`config.mk`:
```
export PLATFORM = sky130hd
export DESIGN_NAME = adc_spi_responder
export DESIGN_NICKNAME = d
export VERILOG_FILES = /design/src/rtl/adc_resp_pkg.sv /design/src/rtl/adc_spi_responder_sync.sv /design/src/rtl/adc_spi_responder.sv
export SDC_FILE = /design/constraint.sdc
export NUM_CORES = 1
export LEC_CHECK = 0
export CAP_MARGIN = 0
export CORE_MARGIN = 2
export CORE_UTILIZATION = 35
export CTS_CLUSTER_DIAMETER = 200
export DETAILED_ROUTE_END_ITERATION = 10
export GPL_TIMING_DRIVEN = 0
export PLACE_DENSITY = 0.67
export SLEW_MARGIN = 20
export SYNTH_ARGS = -nofsm -noshare
export SYNTH_HDL_FRONTEND = slang
export SYNTH_HIERARCHICAL = 1
export SYNTH_SLANG_ARGS = --single-unit
```
`constraint.sdc`:
```
create_clock -name CLOCK_50 -period 3.9 [get_ports CLOCK_50]
set_clock_uncertainty 0.15 [all_clocks]
set_input_delay 0.39 -clock CLOCK_50 [delete_from_list [all_inputs] [get_ports CLOCK_50]]
set_output_delay 0.39 -clock CLOCK_50 [all_outputs]
set_load 0.005 [all_outputs]
```
`src/rtl/adc_resp_pkg.sv`:
```
// Shared types and constants for the LTC2308-style ADC responder.
// Config word layout is {S/D, O/S, S1, S0, UNI, SLP}.
package adc_resp_pkg;

    typedef enum logic [1:0] {
        ST_IDLE    = 2'd0,
        ST_CONVERT = 2'd1,
        ST_READY   = 2'd2,
        ST_SHIFT   = 2'd3
    } state_t;

    localparam int SAMPLE_W = 12;
    localparam int CFG_W    = 6;

    localparam int CFG_SD  = 5;
    localparam int CFG_OS  = 4;
    localparam int CFG_S1  = 3;
    localparam int CFG_S0  = 2;
    localparam int CFG_UNI = 1;
    localparam int CFG_SLP = 0;

    localparam logic [CFG_W-1:0]    CFG_RESET   = 6'b100010;
    localparam logic [SAMPLE_W-1:0] BIPOLAR_XOR = 12'h800;

    // Bipolar results are the offset-binary sample with the MSB flipped.
    function automatic logic [SAMPLE_W-1:0] to_code(input logic [SAMPLE_W-1:0] sample,
                                                    input logic uni);
        return uni ? sample : (sample ^ BIPOLAR_XOR);
    endfunction

endpackage

```
`src/rtl/adc_spi_responder_sync.sv`:
```
// Multi-flop synchroniser for one asynchronous pin with rise/fall pulses
// derived from the synchronised level.
module sync_edge_det #(
    parameter int STAGES = 2
) (
    input  logic clk,
    input  logic rst,
    input  logic din,
    output logic level,
    output logic rise,
    output logic fall
);

    logic [STAGES-1:0] sync_r;
    logic              prev_r;

    // Synchroniser chain plus one delayed copy for edge detection.
    always_ff @(posedge clk) begin
        if (rst) begin
            sync_r <= {STAGES{1'b0}};
            prev_r <= 1'b0;
        end else begin
            sync_r <= {sync_r[STAGES-2:0], din};
            prev_r <= sync_r[STAGES-1];
        end
    end

    assign level = sync_r[STAGES-1];
    assign rise  = sync_r[STAGES-1] & ~prev_r;
    assign fall  = ~sync_r[STAGES-1] & prev_r;

endmodule

```
`src/rtl/adc_spi_responder.sv`:
```
// Peripheral-side model of an LTC2308-style serial ADC for loopback/bring-up.
// Optional protocol checking is built when ADC_RESP_PROTO_CHK_EN is defined.
module adc_spi_responder
    import adc_resp_pkg::*;
#(
    parameter int NUM_CH      = 8,
    parameter int CONV_CYCLES = 80,
    parameter int SYNC_STAGES = 2
) (
    input  logic                       CLOCK_50,
    input  logic                       RESET,
    input  logic                       ADC_CONVST,
    input  logic                       ADC_SCLK,
    input  logic                       ADC_SDI,
    output logic                       ADC_SDO,
    input  logic [SAMPLE_W*NUM_CH-1:0] SAMPLE_DATA,
    output logic                       BUSY,
    output logic                       PROTO_ERR
);

    localparam int                CNT_W     = $clog2(CONV_CYCLES + 1);
    localparam logic [CNT_W-1:0] CONV_LOAD = CNT_W'(CONV_CYCLES - 1);

    logic sclk_lvl_s, sclk_rise_s, sclk_fall_s;
    logic convst_lvl_s, convst_rise_s, convst_fall_s;
    logic sdi_lvl_s, sdi_rise_s, sdi_fall_s;

    sync_edge_det #(.STAGES(SYNC_STAGES)) u_sync_sclk (
        .clk(CLOCK_50), .rst(RESET), .din(ADC_SCLK),
        .level(sclk_lvl_s), .rise(sclk_rise_s), .fall(sclk_fall_s)
    );
    sync_edge_det #(.STAGES(SYNC_STAGES)) u_sync_convst (
        .clk(CLOCK_50), .rst(RESET), .din(ADC_CONVST),
        .level(convst_lvl_s), .rise(convst_rise_s), .fall(convst_fall_s)
    );
    sync_edge_det #(.STAGES(SYNC_STAGES)) u_sync_sdi (
        .clk(CLOCK_50), .rst(RESET), .din(ADC_SDI),
        .level(sdi_lvl_s), .rise(sdi_rise_s), .fall(sdi_fall_s)
    );

    state_t              state_r, state_nxt;
    logic [CNT_W-1:0]    conv_cnt_r, conv_cnt_nxt;
    logic [SAMPLE_W-1:0] result_r, result_nxt;
    logic [CFG_W-1:0]    cfg_r, cfg_nxt;
    logic [CFG_W-1:0]    shadow_r, shadow_nxt;
    logic [2:0]          shadow_cnt_r, shadow_cnt_nxt;
    logic [3:0]          bit_cnt_r, bit_cnt_nxt;
    logic                sdo_r, sdo_nxt;
    logic                busy_r;

    logic [2:0]          chan_s;
    logic [SAMPLE_W-1:0] raw_sample_s, conv_sample_s;
    logic [3:0]          bit_cnt_inc_s, bit_idx_s;
    logic                unused_s;

    // Select the configured channel and apply unipolar/bipolar coding.
    always_comb begin
        chan_s       = 3'(int'({cfg_r[CFG_OS], cfg_r[CFG_S1], cfg_r[CFG_S0]}) % NUM_CH);
        raw_sample_s = 12'h000;
        for (int k = 0; k < NUM_CH; k++) begin
            if (chan_s == 3'(k)) begin
                raw_sample_s = SAMPLE_DATA[k*SAMPLE_W +: SAMPLE_W];
            end else begin
                raw_sample_s = raw_sample_s;
            end
        end
        conv_sample_s = to_code(raw_sample_s, cfg_r[CFG_UNI]);
    end

    // Next-state, counter, shift-register and SDO logic.
    always_comb begin
        state_nxt      = state_r;
        conv_cnt_nxt   = conv_cnt_r;
        result_nxt     = result_r;
        cfg_nxt        = cfg_r;
        shadow_nxt     = shadow_r;
        shadow_cnt_nxt = shadow_cnt_r;
        bit_cnt_nxt    = bit_cnt_r;
        sdo_nxt        = sdo_r;
        bit_cnt_inc_s  = (bit_cnt_r < 4'd12) ? (bit_cnt_r + 4'd1) : 4'd12;
        bit_idx_s      = 4'd11 - bit_cnt_inc_s;

        case (state_r)
            ST_IDLE: begin
                sdo_nxt = 1'b0;
                if (convst_rise_s) begin
                    state_nxt    = ST_CONVERT;
                    conv_cnt_nxt = CONV_LOAD;
                end else begin
                    state_nxt = ST_IDLE;
                end
            end
            ST_CONVERT: begin
                sdo_nxt = 1'b0;
                // Early read: abort and replay the previous result.
                if (convst_fall_s) begin
                    state_nxt      = ST_SHIFT;
                    sdo_nxt        = result_r[SAMPLE_W-1];
                    bit_cnt_nxt    = 4'd0;
                    shadow_nxt     = 6'b000000;
                    shadow_cnt_nxt = 3'd0;
                end else if (conv_cnt_r == {CNT_W{1'b0}}) begin
                    state_nxt  = ST_READY;
                    result_nxt = conv_sample_s;
                end else begin
                    conv_cnt_nxt = conv_cnt_r - {{(CNT_W-1){1'b0}}, 1'b1};
                end
            end
            ST_READY: begin
                sdo_nxt = 1'b0;
                if (convst_fall_s) begin
                    state_nxt      = ST_SHIFT;
                    sdo_nxt        = result_r[SAMPLE_W-1];
                    bit_cnt_nxt    = 4'd0;
                    shadow_nxt     = 6'b000000;
                    shadow_cnt_nxt = 3'd0;
                end else begin
                    state_nxt = ST_READY;
                end
            end
            ST_SHIFT: begin
                if (convst_rise_s) begin
                    state_nxt      = ST_CONVERT;
                    conv_cnt_nxt   = CONV_LOAD;
                    sdo_nxt        = 1'b0;
                    shadow_cnt_nxt = 3'd0;
                    if (shadow_cnt_r == 3'd6) begin
                        cfg_nxt = shadow_r;
                    end else begin
                        cfg_nxt = cfg_r;
                    end
                end else begin
                    if (sclk_rise_s && (shadow_cnt_r < 3'd6)) begin
                        shadow_nxt     = {shadow_r[CFG_W-2:0], sdi_lvl_s};
                        shadow_cnt_nxt = shadow_cnt_r + 3'd1;
                    end else begin
                        shadow_nxt = shadow_r;
                    end
                    if (sclk_fall_s) begin
                        bit_cnt_nxt = bit_cnt_inc_s;
                        sdo_nxt     = (bit_cnt_inc_s < 4'd12) ? result_r[bit_idx_s] : 1'b0;
                    end else begin
                        bit_cnt_nxt = bit_cnt_r;
                    end
                end
            end
            default: begin
                state_nxt = ST_IDLE;
                sdo_nxt   = 1'b0;
            end
        endcase
    end

    // State and datapath registers; BUSY is registered from the next state.
    always_ff @(posedge CLOCK_50) begin
        if (RESET) begin
            state_r      <= ST_IDLE;
            conv_cnt_r   <= {CNT_W{1'b0}};
            result_r     <= 12'h000;
            cfg_r        <= CFG_RESET;
            shadow_r     <= 6'b000000;
            shadow_cnt_r <= 3'd0;
            bit_cnt_r    <= 4'd0;
            sdo_r        <= 1'b0;
            busy_r       <= 1'b0;
        end else begin
            state_r      <= state_nxt;
            conv_cnt_r   <= conv_cnt_nxt;
            result_r     <= result_nxt;
            cfg_r        <= cfg_nxt;
            shadow_r     <= shadow_nxt;
            shadow_cnt_r <= shadow_cnt_nxt;
            bit_cnt_r    <= bit_cnt_nxt;
            sdo_r        <= sdo_nxt;
            busy_r       <= (state_nxt == ST_CONVERT);
        end
    end

    assign ADC_SDO = sdo_r;
    assign BUSY    = busy_r;

`ifdef ADC_RESP_PROTO_CHK_EN
    logic err_evt_s;
    logic err_r;

    // Protocol violations: SCLK or early read during CONVERT, partial config word.
    always_comb begin
        err_evt_s = 1'b0;
        if (state_r == ST_CONVERT) begin
            err_evt_s = sclk_rise_s | sclk_fall_s | convst_fall_s;
        end else if (state_r == ST_SHIFT) begin
            err_evt_s = convst_rise_s && (shadow_cnt_r != 3'd0) && (shadow_cnt_r != 3'd6);
        end else begin
            err_evt_s = 1'b0;
        end
    end

    // Sticky error flag, cleared only by reset.
    always_ff @(posedge CLOCK_50) begin
        if (RESET) begin
            err_r <= 1'b0;
        end else begin
            err_r <= err_r | err_evt_s;
        end
    end

    assign PROTO_ERR = err_r;
`else
    assign PROTO_ERR = 1'b0;
`endif

    assign unused_s = &{1'b0, cfg_r[CFG_SD], cfg_r[CFG_SLP], sdi_rise_s, sdi_fall_s,
                        sclk_lvl_s, convst_lvl_s};

endmodule
```
==> out/metrics.csv <==
metric,value,unit
pin_count,104,
die_h,98.44,um
dp_cells,584,
combPwrFrac,20.7,%
antenna_found_initial,0,
cts_setup_buffers,0,
fin_nets,594,
p_per_area,250.7,mW/mm^2
drtAntennaViolNets,0,
clk_pin_slew,0.09,ns
ctsHtreeMaxLevel,2,
grt_use_total,18.82,%
syn-num-nets,485,
critPathSlowestCell,nor3_1,
grt_pass1_wl,14900,um
worst_slack,1.508,ns
grt-ovfl-total,0,
num_rows,34,
clock_sinks,47,
finalCritPeriodShare,61.35,%
ir_worst_vdd,148.2,uV
power.internal,0.8320,mW
tightest_slew,0.8037,ns
drive_gt1_share,7.025,%
core-area,0.008678,mm^2
cts_tree,built,
p_switching,0.2694,mW
grt_max_degree,17,
clockPowerShare,33.3,%
die_w,98.44,um
period_minus_slack,2.393,ns
clkLatencyLatePin,0.30,ns
ctsResizeCount,0,
avgViaCountPerCell,5.196,
avgSynthCellArea,8.347,um^2
wl_per_cell,14.98,um
syn2layout_area_growth,40.72,%
num_vias,3076,
status,"complete, no violations",
cts_made_buffers,5,
syn_area,0.003122,mm^2
tns,0,ns
rsz0062_at_grt,false,
hold_path_class,flop to flop,
required,3.92,ns
power_frac_seq,46.1,%
ctsLongestPathBuffers,2,
drt_iter0_drc,172,
cp_slowest_stage_delay,0.70,ns
slew_headroom,46.01,%
place_ws,1.388,ns
gp_congestion,0.8928,
finalSetupViolCount,0,
drt_pass1_iterations,4,
crit_type,flop to flop,
cap_violations,0,
worstPathArrival,2.42,ns
cts-root-buf,clkbuf_8,
critical_path_peak_fanout,6,
p_leak,1.560,nW
cp-end-kind,flop,
crit_chain,inv_1 -> ha_1 -> nor2b_1 -> nor3_1 -> mux2i_1 -> nor2_1,
hold_violations,0,
start_util,35.97,%
max_freq,418.0,MHz
routed_wl,8870,um
cts-hold-fix-buffers,0,
die_area,0.009690,mm^2
synth_cells,374,
grt_pass1_vias,3083,
port_buffers,102,
drc,0,
diodes,0,
start_kind,flop,
dp_hpwl,7236,um
maxSlewViolCount,0,
final_cells,592,
yosysWarnings,6,
swShare,24.46,%
## cell usage in the layout, fill, tap and decap left out, types with 2 or more instances in the layout
| cell | instances |
|---|---|
| buf_1 | 2 |
| nand4_1 | 2 |
| a21oi_1 | 18 |
| clkbuf_8 | 7 |
| a31oi_1 | 3 |
| dfxtp_1 | 47 |
| or4_4 | 2 |
| nand2b_1 | 8 |
| nor3b_1 | 2 |
| clkbuf_1 | 15 |
| nand4b_1 | 3 |
| nand3_1 | 6 |
| a211oi_1 | 10 |
| o221ai_1 | 2 |
| a211o_1 | 2 |
| inv_1 | 13 |
| o211ai_1 | 14 |
| xnor2_1 | 5 |
| nor2_1 | 51 |
| clkdlybuf4s50_1 | 102 |
| o21ai_0 | 17 |
| o211a_1 | 6 |
| nor2b_1 | 19 |
| nand2_1 | 26 |
| mux4_2 | 9 |
| mux2_2 | 3 |
| or4_1 | 2 |
| buf_2 | 6 |
| and3_1 | 2 |
| a221oi_1 | 3 |
| or3_1 | 2 |
| mux2i_1 | 28 |
| ha_1 | 10 |
| and2_1 | 5 |
| nor3_1 | 13 |
## power groups by stage
stage	sequential (mW)	clock [mW]	combinational [mW]
6_report	0.508	0.366	0.227
3_3_place_gp	0.518	0	0.223
4_1_cts	0.508	0.377	0.227
3_5_place_dp	0.519	0	0.226
2_1_floorplan	0.516	0	0.100
5_1_grt	0.510	0.394	0.248
## final cells by class
type | count | area (um^2)
Fill cell | 871 | 4285
Multi-Input combinational cell | 288 | 2003
Timing Repair Buffer | 102 | 1021
Sequential cell | 47 | 940.9
Tap cell | 108 | 135.1
Buffer | 26 | 128.9
Clock buffer | 5 | 68.82
Inverter | 13 | 48.80
Clock inverter | 3 | 46.29
## worst max-delay path, delay by kind of cell, from the launching register on
kind / cells / cell delay [ns]
adders and majority gates: 1 / 0.38
buffers and inverters: 1 / 0.08
DFF: 1 / 0.40
muxes: 1 / 0.27
and+or+nand+nor: 3 / 0.98
## final timing paths
| path | startpoint | endpoint | slack (ns) | cells after the start |
|---|---|---|---|---|
| worst max-delay path | state_r[0]$_SDFF_PP0_ | bit_cnt_r[1]$_SDFFE_PP0P_ | 1.51 | 6 |
| worst min register to register | u_sync_convst/sync_r[0]$_SDFF_PP0_ | u_sync_convst/sync_r[1]$_SDFF_PP0_ | 0.29 | 1 |
| worst min-delay path | u_sync_convst/sync_r[0]$_SDFF_PP0_ | u_sync_convst/sync_r[1]$_SDFF_PP0_ | 0.29 | 1 |
| worst max register to register | state_r[0]$_SDFF_PP0_ | bit_cnt_r[1]$_SDFFE_PP0P_ | 1.51 | 6 |
## through the flow
stage	hold WS (ns)	utilization [%]	power, mW	cell area (um^2)
floorplan	0.2638	-	0.6164	3122
global placement	0.2714	49.29	0.7414	4278
detailed placement	0.2704	49.29	0.7452	4278
CTS	0.2940	50.62	1.112	4393
global route	0.3080	50.62	1.152	4393
finish	0.2915	50.62	1.101	4393
## metal layers
metal | wire length (um) | track usage [%] | vias up
met1 | 3994 | 24.59 | 1431
li1 | - | - | 1561
met2 | 4334 | 32.91 | 78
met3 | 454 | 3.404 | 6
met4 | 87 | 3.477 | 0
met5 | 0 | 0 | -
## flip-flops by register name, summed over array words and instances, names as in the netlist, 2 cells and up
signal and cells:
bit_cnt_r 4, cfg_r 4, conv_cnt_r 7, result_r 12
shadow_cnt_r 3, shadow_r 5, state_r 2, u_sync_convst/sync_r 2
u_sync_sclk/sync_r 2, u_sync_sdi/sync_r 2
No activity file was read; power rests on OpenSTA's default activity.
==> patch 1, RTL diff (config.mk and constraints unchanged) <==
Encoding of `state_t`: now one-hot (4 bits for 4 states).
--- a/src/rtl/adc_resp_pkg.sv
+++ b/src/rtl/adc_resp_pkg.sv
@@ -2,11 +2,11 @@
 // Config word layout is {S/D, O/S, S1, S0, UNI, SLP}.
 package adc_resp_pkg;
 
-    typedef enum logic [1:0] {
-        ST_IDLE    = 2'd0,
-        ST_CONVERT = 2'd1,
-        ST_READY   = 2'd2,
-        ST_SHIFT   = 2'd3
+    typedef enum logic [3:0] {
+        ST_IDLE    = 4'b0001,
+        ST_CONVERT = 4'b0010,
+        ST_READY   = 4'b0100,
+        ST_SHIFT   = 4'b1000
     } state_t;
 
     localparam int SAMPLE_W = 12;
Function: no difference found for any inputs over 10 cycles, from zero or initial values and one cycle with RESET high; not proved beyond that.
==> patch 1 against the unedited design <==
Worst setup slack improved by 0.055 ns; routed wire length increased by 7.7%; sequential cell count increased by 2; sequential share of layout area increased by 0.58 points; register-to-register slack improved by 0.14 ns; power decreased by 7.3%; cell area increased by 1.5%; die area increased by 2.5%; area after synthesis increased by 2.6%; worst hold slack improved by 0.0015 ns; critical endpoint is now bit_cnt_r[0]$_SDFFE_PP0P_.
==> patch 1: results (changes against the unedited design) <==
stage,metric,value,unit,change
detailed_routing,dr.pass1.iters,5,,was 4
timing,relSlewSlack,0.5187,,was 0.4601
clock_network,cts_buffers,5,,unchanged
grt,grt_pass1_vias,3227,,"was 3,083"
grt,grt_pass1_wl,15620,um,"was 14,900 um"
detailed_routing,dr_total_vias,3292,,"was 3,076"
place,pre_cts_slack,1.227,ns,was 1.388 ns
clock_network,clk_latency,0.31,ns,
detailed_routing,wl_met3,426,um,was 454 um
finish,reg_top3,"result_r: 12 flops, conv_cnt_r: 7 flops, shadow_r: 5 flops",,unchanged
clock_network,cts_resized,0,,unchanged
clock_network,cts_htree_levels,2,,unchanged
power,p_sw_frac,0.2387,,was 0.2446
clock_network,cts_buffer_depth,2,,unchanged
detailed_routing,wirelength,9551,um,was 8870 um
detailed_routing,wl_met1,4477,um,was 3994 um
detailed_routing,dr.first_iter.drc_count,126,,was 172
place,place_hpwl,7464,um,was 7236 um
outcome,status,finished clean,,unchanged
clock_network,clkTransAtPathRegs,0.09,ns,about the same
detailed_routing,top_layer,met4,,unchanged
clock_network,cts_root_buf,clkbuf_8,,unchanged
setup_path,crit_fanout,16,,was 6
setup_path,critPathArrivalTime,2.37,ns,was 2.42 ns
grt,grt_max_degree,17,,unchanged
grt,gr-usage-all-layers,0.1951,,was 0.1882
detailed_routing,met2_length,4503,um,was 4334 um
yosys,synth_nets,497,,was 485
yosys,yosysWarnings,6,,unchanged
power,ir_drop,0.1996,mV,was 0.1482 mV
clock_network,cts_setup_buffers,0,,unchanged
setup_path,crit_slowest_cell,clkdlybuf4s50_1,,was nor3_1
worst_hold_path,hp-class,flip-flop to flip-flop,,unchanged
finish,drive_above_1_share,0.07000,,was 0.07025
finish,diodes,0,,unchanged
power,leakagePower,1.646,nW,was 1.560 nW
grt,antenna_found_initial,0,,unchanged
setup_path,slowest_delay,0.86,ns,was 0.70 ns
finish,fin_nets,606,,was 594
place,gp_congestion,0.8645,,was 0.8928
place,io_buffers,102,,unchanged
patch 1: critical path, delay by kind of cell:
kind | cells | cell delay, ns
AO/OA/AOI/OAI | 1 | 0.07
AND/OR/NAND/NOR | 2 | 0.16
buffers and inverters | 3 | 1.74
patch 1: worst paths after layout:
| path | startpoint | to | slack (ns) | cells past startpoint |
|---|---|---|---|---|
| worst min-delay path | u_sync_convst/sync_r[0]$_SDFF_PP0_ | u_sync_convst/sync_r[1]$_SDFF_PP0_ | 0.29 | 1 |
| worst min register to register | u_sync_convst/sync_r[0]$_SDFF_PP0_ | u_sync_convst/sync_r[1]$_SDFF_PP0_ | 0.29 | 1 |
| worst max register to register | cfg_r[3]$_SDFFE_PP0P_ | result_r[2]$_SDFFE_PP0P_ | 1.65 | 8 |
| worst max-delay path | RESET | bit_cnt_r[0]$_SDFFE_PP0P_ | 1.56 | 6 |
patch 1: final cells by class:
cell class              instances  area [um2]
plain buffers                  28       132.6
flip-flops and latches         49       980.9
clock inverters                 2       17.52
inverters                       9       33.78
repair buffers                102        1021
clock buffers                   6       82.58
fillers                       836        4347
multi-input cells             304        2056
well taps                     108       135.1
patch 1: stage by stage:
stage / util / instances / total power [W] / cell area (um2) / hold WS, ns
3_3_place_gp: 0.4950 / 600 / 0.0006999 / 4359 / 0.2695
5_1_grt: 0.5064 / 608 / 0.001066 / 4459 / 0.3276
4_1_cts: 0.5064 / 608 / 0.001032 / 4459 / 0.2995
2_1_floorplan: - / 390 / 0.0005839 / 3203 / 0.2638
6_report: 0.5064 / 608 / 0.001021 / 4459 / 0.2930
3_5_place_dp: 0.4950 / 600 / 0.0007022 / 4359 / 0.2731
patch 1: routing by layer:
| metal | vias to the layer above | global-route usage |
|---|---|---|
| met4 | 0 | 0.05479 |
| met1 | 1554 | 0.2593 |
| li1 | 1642 | - |
| met3 | 14 | 0.02952 |
| met2 | 82 | 0.3290 |
| met5 | - | 0 |
patch 1: power groups by stage:
stage,Sequential [W],Clock (W),Combinational [W]
after floorplan,0.000524,0,0.0000596
after global placement,0.000525,0,0.000175
after detailed placement,0.000526,0,0.000177
after CTS,0.000514,0.000340,0.000178
after global routing,0.000516,0.000360,0.000191
final,0.000514,0.000329,0.000178
==> patch 2, RTL diff (same flow settings) <==
Made on the original files. Set the package constant `SAMPLE_W` to 24 (it was 12).
--- a/src/rtl/adc_resp_pkg.sv
+++ b/src/rtl/adc_resp_pkg.sv
@@ -9,7 +9,7 @@
         ST_SHIFT   = 2'd3
     } state_t;
 
-    localparam int SAMPLE_W = 12;
+    localparam int SAMPLE_W = 24;
     localparam int CFG_W    = 6;
 
     localparam int CFG_SD  = 5;
Interface: changed (resized SAMPLE_DATA); port bits go from 104 to 200. No check against the original RTL was run, so the function may have changed too.
==> patch 2 against the unedited design <==
Sequential cell count increased by 5; global-route usage increased by 1.6 points; power increased by 5.6%; routed wire length increased by 28%; largest cell class unchanged; area after synthesis increased by 14%; maximum frequency decreased by 3.1%; worst setup slack got worse by 0.078 ns; cell area increased by 20%.
==> patch 2: results (changes against the unedited design) <==
stage,metric,value,unit,change
place,place_hpwl,9384,um,was 7236 um
finish,drive_above_1_share,0.1238,,was 0.07025
power,ir_drop,0.1245,mV,was 0.1482 mV
place,gp_congestion,0.8007,,was 0.8928
power,leakagePower,1.786,nW,was 1.560 nW
place,io_buffers,142,,was 102
grt,gr-usage-all-layers,0.2040,,was 0.1882
clock_network,cts_buffers,5,,unchanged
detailed_routing,vias_per_cell,5.342,,was 5.196
setup_path,crit_fanout,5,,was 6
clock_network,cts_buffer_depth,2,,unchanged
yosys,synth_nets,590,,was 485
setup_path,crit_slowest_cell,dfxtp_1,,was nor3_1
clock_network,cts_root_buf,clkbuf_8,,unchanged
detailed_routing,dr.pass1.iters,4,,unchanged
grt,grt_pass1_vias,3684,,"was 3,083"
detailed_routing,dr.first_iter.drc_count,164,,was 172
clock_network,clkTransAtPathRegs,0.10,ns,
finish,fin_nets,739,,was 594
clock_network,cts_resized,0,,unchanged
worst_hold_path,hp-class,flip-flop to flip-flop,,unchanged
power,pg_clk,0.000331,W,was 0.000366 W
power,p_sw,0.0003081,W,was 0.0002694 W
detailed_routing,wirelength,11360,um,was 8870 um
finish,reg_top3,"result_r: 17 flops, conv_cnt_r: 7 flops, shadow_r: 5 flops",,"was result_r: 12 flops, conv_cnt_r: 7 flops, shadow_r: 5 flops"
outcome,status,finished clean,,unchanged
clock_network,cts_htree_levels,2,,unchanged
setup_path,critPathArrivalTime,2.50,ns,was 2.42 ns
grt,grt_pass1_wl,18160,um,"was 14,900 um"
finish,diodes,0,,unchanged
clock_network,cts_setup_buffers,0,,unchanged
clock_network,clk_latency,0.32,ns,was 0.30 ns
setup_path,crit_family,adder cells,,was simple AND/OR/NAND/NOR gates
yosys,yosysWarnings,6,,unchanged
grt,grt_max_degree,19,,was 17
grt,antenna_found_initial,0,,unchanged
finish,fillCellCount,962,,was 871
setup_path,slowest_delay,0.36,ns,was 0.70 ns
timing,relSlewSlack,0.5136,,was 0.4601
power,p_sw_frac,0.2650,,was 0.2446
power,sequentialPowerShare,0.478,,was 0.461
patch 2: changes by cell type in the layout (fill, tap and decap cells not counted), moves of 6 or more:
cell / change
a21oi_1: +14
a21oi_2: +8
clkdlybuf4s50_1: +40
mux4_2: +12
nor2_1: -6
nor3_1: -7
o211ai_1: -7
o211ai_2: +7
o21ai_0: -12
o2bb2ai_1: +12
patch 2: stage by stage:
stage	cells	setup WS, ns	utilization	hold slack [ns]	cell area [um2]
CTS	666	1.437	0.5348	0.3043	5251
global route	666	1.280	0.5348	0.3153	5251
finish	666	1.430	0.5348	0.2989	5251
detailed placement	658	1.327	0.5250	0.2800	5155
floorplan	383	1.706	-	0.2638	3567
global placement	658	1.351	0.5250	0.2728	5155
patch 2: final cells by class:
type / count / area share
timing repair buffer: 142 / 0.2707
sequential: 52 / 0.1982
multi-input combinational: 291 / 0.4465
clock buffer: 5 / 0.01310
buffer: 27 / 0.02526
inverter: 13 / 0.009292
clock inverter: 3 / 0.005242
tap: 133 / 0.03169
patch 2: final timing paths:
check | slack (ns) | to | start | cells past startpoint
min | 0.30 | u_sync_convst/sync_r[1]$_SDFF_PP0_ | u_sync_convst/sync_r[0]$_SDFF_PP0_ | 1
min reg2reg | 0.30 | u_sync_convst/sync_r[1]$_SDFF_PP0_ | u_sync_convst/sync_r[0]$_SDFF_PP0_ | 1
max | 1.43 | ADC_SDO$_SDFFE_PP0P_ | bit_cnt_r[0]$_SDFFE_PP0P_ | 10
max reg2reg | 1.43 | ADC_SDO$_SDFFE_PP0P_ | bit_cnt_r[0]$_SDFFE_PP0P_ | 10
patch 2: per-layer routing:
layer  global-route usage  vias to the layer above  part of all wire
met2               0.3878                      108              0.53
met3              0.04492                       10             0.056
met1               0.2314                     1714              0.40
met5                    0                        -                 0
li1                     -                     1726                 -
met4              0.04286                        0             0.012
